==> src/rtl/prog_loader_if.sv <==
// Program-loader bus: word source handshake plus program-memory write port.
// The slave modport is the loader's view; master is the environment's view.
interface prog_loader_if #(
   parameter int DATA_W = 32,
   parameter int ADDR_W = 8
);
   logic              src_valid;
   logic [DATA_W-1:0] src_data;
   logic              src_ready;
   logic              prog_write;
   logic [ADDR_W-1:0] prog_addr;
   logic [DATA_W-1:0] prog_data;

   modport slave (
      input  src_valid, src_data,
      output src_ready, prog_write, prog_addr, prog_data
   );

   modport master (
      output src_valid, src_data,
      input  src_ready, prog_write, prog_addr, prog_data
   );
endinterface

==> src/rtl/prog_loader.sv <==
// Program loader: clears the processor, optionally zero-fills program memory,
// streams prog_len words from a valid/ready source into memory, then lets the
// processor run until stopped. Every output except src_ready is registered;
// the comb process computes next-cycle values of all outputs from the
// next state so they line up with the state they describe.
module prog_loader #(
   parameter int DATA_W     = 32,
   parameter int ADDR_W     = 8,
   parameter int CLR_CYCLES = 1,
   parameter bit ZERO_FILL  = 1'b1
) (
   input  logic            clk_in,
   input  logic            clr,
   input  logic            start,
   input  logic            stop,
   input  logic [ADDR_W:0] prog_len,
   prog_loader_if.slave    bus,
   output logic            cpu_clr,
   output logic            cpu_run,
   output logic            done,
   output logic            error
);

   typedef enum logic [2:0] {
      IDLE    = 3'd0,
      CPU_CLR = 3'd1,
      ZERO    = 3'd2,
      LOAD    = 3'd3,
      DRAIN   = 3'd4,
      RUN     = 3'd5
   } state_t;

   // DEPTH needs ADDR_W+1 bits so a full-memory program length is representable
   localparam logic [ADDR_W:0] DEPTH_L  = {1'b1, {ADDR_W{1'b0}}};
   localparam logic [ADDR_W:0] LEN_ONE  = {{ADDR_W{1'b0}}, 1'b1};
   localparam logic [3:0]      CLR_LAST = 4'(CLR_CYCLES - 1);

   state_t            state_q, state_nxt;
   logic [3:0]        clr_cnt_q, clr_cnt_nxt;
   logic [ADDR_W:0]   wcnt_q, wcnt_nxt;
   logic [ADDR_W:0]   len_q, len_nxt;
   logic              wr_q, wr_nxt;
   logic [ADDR_W-1:0] addr_q, addr_nxt;
   logic [DATA_W-1:0] data_q, data_nxt;
   logic              cc_q, cc_nxt;
   logic              run_q, run_nxt;
   logic              done_q, done_nxt;
   logic              err_q, err_nxt;

   assign bus.src_ready  = (state_q == LOAD);
   assign bus.prog_write = wr_q;
   assign bus.prog_addr  = addr_q;
   assign bus.prog_data  = data_q;
   assign cpu_clr        = cc_q;
   assign cpu_run        = run_q;
   assign done           = done_q;
   assign error          = err_q;

   // Next-state and next-output logic
   always_comb begin
      state_nxt   = state_q;
      clr_cnt_nxt = clr_cnt_q;
      wcnt_nxt    = wcnt_q;
      len_nxt     = len_q;
      wr_nxt      = 1'b0;
      addr_nxt    = addr_q;
      data_nxt    = data_q;
      err_nxt     = err_q;
      case (state_q)
         IDLE: begin
            if (start) begin
               len_nxt = prog_len;
               if (prog_len > DEPTH_L) begin
                  err_nxt = 1'b1;
               end else begin
                  err_nxt     = 1'b0;
                  state_nxt   = CPU_CLR;
                  clr_cnt_nxt = '0;
                  wcnt_nxt    = '0;
               end
            end
         end
         CPU_CLR: begin
            if (clr_cnt_q == CLR_LAST) begin
               if (ZERO_FILL) begin
                  // first zero write goes out in the first ZERO cycle
                  state_nxt = ZERO;
                  wr_nxt    = 1'b1;
                  addr_nxt  = '0;
                  data_nxt  = '0;
               end else if (len_q != '0) begin
                  state_nxt = LOAD;
               end else begin
                  state_nxt = RUN;
               end
            end else begin
               clr_cnt_nxt = clr_cnt_q + 4'd1;
            end
         end
         ZERO: begin
            // addr_q is the address being written this cycle
            if (addr_q == '1) begin
               state_nxt = (len_q != '0) ? LOAD : RUN;
            end else begin
               wr_nxt   = 1'b1;
               addr_nxt = addr_q + 1'b1;
               data_nxt = '0;
            end
         end
         LOAD: begin
            if (bus.src_valid) begin
               wr_nxt   = 1'b1;
               addr_nxt = wcnt_q[ADDR_W-1:0];
               data_nxt = bus.src_data;
               wcnt_nxt = wcnt_q + LEN_ONE;
               if (wcnt_q == len_q - LEN_ONE) state_nxt = DRAIN;
            end
         end
         DRAIN: begin
            state_nxt = RUN;
         end
         RUN: begin
            // stop has priority over a restart request
            if (stop) begin
               state_nxt = IDLE;
            end else if (start) begin
               state_nxt   = CPU_CLR;
               clr_cnt_nxt = '0;
               wcnt_nxt    = '0;
            end
         end
         default: state_nxt = IDLE;
      endcase
      cc_nxt   = (state_nxt == CPU_CLR);
      run_nxt  = (state_nxt == RUN);
      done_nxt = (state_nxt == RUN) && (state_q != RUN);
   end

   // State and registered outputs; clr discards any in-flight word
   always_ff @(posedge clk_in) begin
      if (clr) begin
         state_q   <= IDLE;
         clr_cnt_q <= '0;
         wcnt_q    <= '0;
         len_q     <= '0;
         wr_q      <= 1'b0;
         addr_q    <= '0;
         data_q    <= '0;
         cc_q      <= 1'b0;
         run_q     <= 1'b0;
         done_q    <= 1'b0;
         err_q     <= 1'b0;
      end else begin
         state_q   <= state_nxt;
         clr_cnt_q <= clr_cnt_nxt;
         wcnt_q    <= wcnt_nxt;
         len_q     <= len_nxt;
         wr_q      <= wr_nxt;
         addr_q    <= addr_nxt;
         data_q    <= data_nxt;
         cc_q      <= cc_nxt;
         run_q     <= run_nxt;
         done_q    <= done_nxt;
         err_q     <= err_nxt;
      end
   end

endmodule

==> src/flat_wrapper.sv <==
// flat-port wrapper written by rule: the top's interface ports become plain ports
module prog_loader_flat 
#(
   parameter int DATA_W     = 32,
   parameter int ADDR_W     = 8,
   parameter int CLR_CYCLES = 1,
   parameter bit ZERO_FILL  = 1'b1
)
  (clk_in, clr, start, stop, prog_len, cpu_clr, cpu_run, done, error, bus_src_valid, bus_src_data, bus_src_ready, bus_prog_write, bus_prog_addr, bus_prog_data);
  prog_loader_if #(.DATA_W(DATA_W), .ADDR_W(ADDR_W)) bus_i ();
  input  logic clk_in;
  input  logic clr;
  input  logic start;
  input  logic stop;
  input  logic [ADDR_W:0] prog_len;
  output logic cpu_clr;
  output logic cpu_run;
  output logic done;
  output logic error;
  input wire logic [$bits(bus_i.src_valid)-1:0] bus_src_valid;
  input wire logic [$bits(bus_i.src_data)-1:0] bus_src_data;
  output wire logic [$bits(bus_i.src_ready)-1:0] bus_src_ready;
  output wire logic [$bits(bus_i.prog_write)-1:0] bus_prog_write;
  output wire logic [$bits(bus_i.prog_addr)-1:0] bus_prog_addr;
  output wire logic [$bits(bus_i.prog_data)-1:0] bus_prog_data;
  assign bus_i.src_valid = bus_src_valid;
  assign bus_i.src_data = bus_src_data;
  assign bus_src_ready = bus_i.src_ready;
  assign bus_prog_write = bus_i.prog_write;
  assign bus_prog_addr = bus_i.prog_addr;
  assign bus_prog_data = bus_i.prog_data;
  prog_loader #(.DATA_W(DATA_W), .ADDR_W(ADDR_W), .CLR_CYCLES(CLR_CYCLES), .ZERO_FILL(ZERO_FILL)) u_core (.clk_in(clk_in), .clr(clr), .start(start), .stop(stop), .prog_len(prog_len), .bus(bus_i), .cpu_clr(cpu_clr), .cpu_run(cpu_run), .done(done), .error(error));
endmodule
==> config.mk <==
export PLATFORM = sky130hd
export DESIGN_NAME = prog_loader_flat
export DESIGN_NICKNAME = d
export VERILOG_FILES = /design/src/rtl/prog_loader_if.sv /design/src/rtl/prog_loader.sv /design/src/flat_wrapper.sv
export SDC_FILE = /design/constraint.sdc
export NUM_CORES = 1
export LEC_CHECK = 0
export CAP_MARGIN = 20
export CORE_ASPECT_RATIO = 0.7
export CORE_MARGIN = 2
export CORE_UTILIZATION = 52
export CTS_CLUSTER_DIAMETER = 30
export DETAILED_ROUTE_END_ITERATION = 7
export HOLD_SLACK_MARGIN = 0.15
export PLACE_DENSITY = 0.81
export REMOVE_ABC_BUFFERS = 1
export SETUP_SLACK_MARGIN = 0.5
export SLEW_MARGIN = 20
export SYNTH_ARGS = -nofsm -noshare
export SYNTH_HDL_FRONTEND = slang
export SYNTH_SLANG_ARGS = --single-unit
==> constraint.sdc <==
create_clock -name clk_in -period 3.6 [get_ports clk_in]
set_input_delay 1.08 -clock clk_in [delete_from_list [all_inputs] [get_ports clk_in]]
set_output_delay 1.08 -clock clk_in [all_outputs]
set_load 0.005 [all_outputs]
======== Word-level counts from Yosys, hierarchy flattened ========
Index checks and enable logic that the tools add are counted.
operators by class
  $lt $le $gt $ge ......................... 1
  reduce and logical (&&, ||, !) cells .... 11
  eq/ne operators ......................... 18
  mux-type cells .......................... 35
  add/subtract/negate cells ............... 4
operators with widths
  kind                 number
  $mux 32              3
  $pmux 32 s3          1
  $mux 9               5
  $mux 3               9
  $pmux 9 s3           1
  $mux 8               3
  $pmux 8 s3           1
  $mux 4               5
  $pmux 3 s6           1
  $ne 2x2->1 const B   7
  $pmux 4 s3           1
  $reduce_and 6->1     2
  $add 9x1->9 const B  1
  $eq 3x3->1 const B   3
  $eq 9x9->1           1
  $gt 9x9->1 const B   1
  $reduce_bool 3->1    3
  $reduce_bool 9->1    1
  $sub 9x1->9 const B  1
  $add 8x1->8 const B  1
  $eq 8x8->1 const B   1
  $eq 3x1->1 const B   2
  $eq 3x2->1 const B   2
  $add 4x1->4 const B  1
  other kinds (9)      12
storage, ports and cells
  output and inout bits ................... 46
  register bits after elaboration ......... 70
  input port bits ......................... 46

======== Longest topological paths before layout ========
  depth after elaboration ................. 7
  mapped depth ............................ 9

======== Least setup slack after synthesis ========
No wires, ideal clock.
  path type ............................... input to register
  start ................................... in prog_len[0]
  end ..................................... reg u_core.clr_cnt_q[0]
  path slack .............................. 0.955 ns
  data required time ...................... 3.483 ns
  arrival time ............................ 2.528 ns
  stages on the path ...................... 6
  cells stage by stage .................... or4_1 > o21ai_2 > a22oi_2 > o31ai_1 > buf_2 > nor2_1
between the ends
  word-level cells in the longest chain between the ends .. 3
RTL lines
  item                               line                source
  from (decl)                        flat_wrapper.sv:15  input logic [ADDR_W:0] prog_len;
  $gt 9x9->1                         prog_loader.sv:73   if (prog_len > DEPTH_L) begin
  $ne 2x2->1 (no source line)        n/a
  $reduce_and 6->1 (no source line)  n/a
  to (signal assigned)               prog_loader.sv:155  clr_cnt_q <= clr_cnt_nxt;
  to (decl)                          prog_loader.sv:39   logic [3:0] clr_cnt_q, clr_cnt_nxt;
Every way passes these cells.
A chain may end at the register's enable or synchronous reset.

======== Worst setup path after layout ========
  start ................................... in prog_len[4]
  end ..................................... reg u_core.wcnt_q[8]
between the ends
  word-level cells in the longest chain between the ends .. 3
RTL lines
  item                               line                source
  $gt 9x9->1                         prog_loader.sv:73
  $ne 2x2->1 (no source line)        n/a
  $reduce_and 6->1 (no source line)  n/a
  to (signal assigned)               prog_loader.sv:156  wcnt_q <= wcnt_nxt;
  to (decl)                          prog_loader.sv:40   logic [ADDR_W:0] wcnt_q, wcnt_nxt;
Every way passes these cells.

==> impl_metrics.yaml <==
worst_setup_path:
  cp_slowest_cell: "or4_1"
  critPathRequiredTime_ns: 3.88
  crit_path_end_kind: "register"
  cp_top_family: "simple AND/OR/NAND/NOR gates"
  crit_chain: "clkdlybuf4s50_1, or4_4, o21ai_2, a22oi_2, or4_1, a21oi_1"
  r2r_setup_slack_ns: 0.93
  path_class: "in -> reg"
  startpoint_type: "primary input"
  worstPathMaxFanout: 16
  arrival_ns: 3.28
  crit_buf_inv: 1
  cpPeakStageDelay_ns: 0.58
logic_synthesis:
  yosys.area.top_type: "dfxtp_1"
  ys.flop_type: "dfxtp_1"
  netlist_instances: 443
  synthTopCellsByArea: "dfxtp_1, a21oi_1, nand2_1"
  synth_edf_count: 0
  syn_avg_cell_area_um2: 7.83
  async_flop_share_pct: 0
  seq_area_frac_synth_pct: 40.4
  synth_cell_types: 57
  syn_area_mm2: 0.00347
  ys_seq_elements: 70
  synth_top_area_share_pct: 40.4
  synth_warnings: 0
timing:
  hold_viol: 0
  slew_headroom_pct: 51.0
  setup_tns_ns: 0
  whs_ns: 0.451
  setup_viol: 0
  rsz0062_at_grt: "false"
  min_period_over_period_pct: 83.3
  worst_pin_slew_ns: 0.734
  clock_skew_ns: 0.00651
  finalCriticalPeriod_ns: 3.00
  max_freq_mhz: 333
  maxSlewViolCount: 0
route:
  routed_wl_um: 9920
  drc: 0
  ant_nets: 0
  dr.pass1.iters: 5
  via_per_inst: 5.84
  via_count: 3615
  wl_per_cell_um: 16.0
  drtIter0Drc: 279
floorplan:
  die_y_um: 72.3
  fp.dieW_um: 102
  die_area_mm2: 0.00735
  io_pins: 92
  rows: 24
  coreArea_mm2: 0.00634
  initial_utilization_pct: 54.7
final_layout:
  finalNetCount: 574
  drive_gt1_share_pct: 8.14
  synthToLayoutAreaGrowth_pct: 33.8
  layout_common_cells: "clkdlybuf4s50_1, nand2_1, dfxtp_1"
  final.fill_count: 511
  final_common_cell: "clkdlybuf4s50_1"
  antenna_cells: 0
power:
  p_total_w: 0.00182
  p_leak_nw: 1.62
  pwr_density_cell_mw_per_mm2: 392
  ir_worst_vdd_mv: 0.225
placement:
  io_buffers: 91
  dpl.hpwl_um: 6920
  gp_congestion: 0.880
clock_network:
  clock_latency_ns: 0.34
  cts_made_buffers: 9
  cts_tree: "done"
  htree_levels: 3
  cts.clk_slew.worst_paths_ns: 0.08
  cts_buffer_depth: 2
  clock_sinks: 70
  cts_root_buf: "clkbuf_8"
grt:
  grt_max_degree: 44
  antenna_found_initial: 0
  grt_pass1_vias: 3257
  globalRouteTotalUtil_pct: 27.4
  grt_pass1_wl_um: 15900
  grt-ovfl-total: 0
flow_run:
  drv_cap: 0
run_status:
  status: "completed"
hold_path:
  hp-class: "reg -> reg"
-- Yosys cell counts, types with 2 or more instances --
master and count:
dfxtp_1 70, xnor2_1 4, ha_1 5, nand2_1 72, a31oi_1 4, o21ai_0 13
a311o_1 2, nor2b_1 8, a221oi_1 2, a22o_1 2, and2_1 3, inv_1 7
buf_2 8, nor3_1 10, nor3b_1 6, nand2b_1 5, nor4_1 4, a21oi_1 61
nor2_1 23, and3_1 2, nand3_1 43, nand3b_1 2, buf_4 3, or3_1 2
or4_1 9, xor2_1 7, o31ai_1 10, clkbuf_1 20, a211oi_1 4, or3b_2 3
nand4_1 3
-- metrics by stage --
stage / utilization, % / setup WS [ns] / std cells / cell area (um^2)
floorplan: - / 0.553 / 410 / 3320
global placement: 69.4 / 0.349 / 600 / 4400
detailed placement: 69.4 / 0.258 / 600 / 4400
CTS: 72.8 / 0.508 / 616 / 4610
global route: 73.2 / 0.511 / 619 / 4640
finish: 73.2 / 0.601 / 619 / 4640
-- per-layer routing --
metal	routed length, um	share of wire [%]	global-route usage (%)
met1	4370	44	36.8
met3	841	8.5	8.57
met2	4560	46	42.0
met5	0	0	0
met4	139	1.4	8.86
-- path summary, 6_finish.rpt --
| path | end | cells after the start | startpoint |
|---|---|---|---|
| setup / recovery | u_core.wcnt_q[8]$_SDFFE_PP0P_ | 6 | prog_len[4] |
| hold / removal | u_core.bus.prog_data[23]$_SDFFE_PP0P_ | 2 | u_core.bus.prog_data[23]$_SDFFE_PP0P_ |
| setup reg to reg | u_core.bus.prog_addr[6]$_SDFFE_PP0P_ | 6 | u_core.state_q[1]$_SDFF_PP0_ |
| hold reg to reg | u_core.bus.prog_data[23]$_SDFFE_PP0P_ | 2 | u_core.bus.prog_data[23]$_SDFFE_PP0P_ |
-- worst reg2reg max path, cell delays in order, from the launching register on --
cell and delay (ns):
dfxtp_2 0.49, or3b_1 0.60, nor4_4 0.40, nand2b_1 0.56
buf_4 0.29, o21ai_0 0.11, a21oi_1 0.16
-- flip-flops by register name, indices dropped and copies added, names as in the netlist, 3 cells and up --
signal and count:
u_core.wcnt_q 9, u_core.bus.prog_addr 8, u_core.state_q 3, u_core.clr_cnt_q 4, u_core.bus.prog_data 32, u_core.len_q 9
-- final cells by class --
cell class | instances | area [um^2] | area share [%]
clock buffer | 10 | 128 | 2.75
clock inverter | 6 | 86.3 | 1.86
inverter | 8 | 30.0 | 0.647
multi-input combinational | 332 | 1890 | 40.7
sequential | 70 | 1410 | 30.3
tap | 91 | 114 | 2.45
timing repair buffer | 102 | 988 | 21.3
-- where the power goes --
group	switching (W)	leakage (nW)	internal [W]
clock	0.000303	0.106	0.000389
combinational	0.000164	0.947	0.000137
sequential	0.0000307	0.568	0.000793
-- cell families (layout without fill, tap and decap cells) --
kind of cell    Yosys count  count (layout)  share of synthesized area [%]
buf+inv                  41             126                           5.27
simple gates            203             203                           29.7
compound gates          112             112                           19.8
fa+ha+maj                 5               5                           1.80
flops                    70              70                           40.4
mux                       1               1                          0.289
xor+xnor                 11              11                           2.78
-- repair_timing --
item                       in CTS  in global routing
setup endpoints to repair       0                 10
buffers inserted                0                  3
hold buffers                    0                  0
gates resized for setup         0                  4
No activity file was read; power rests on OpenSTA's default activity.
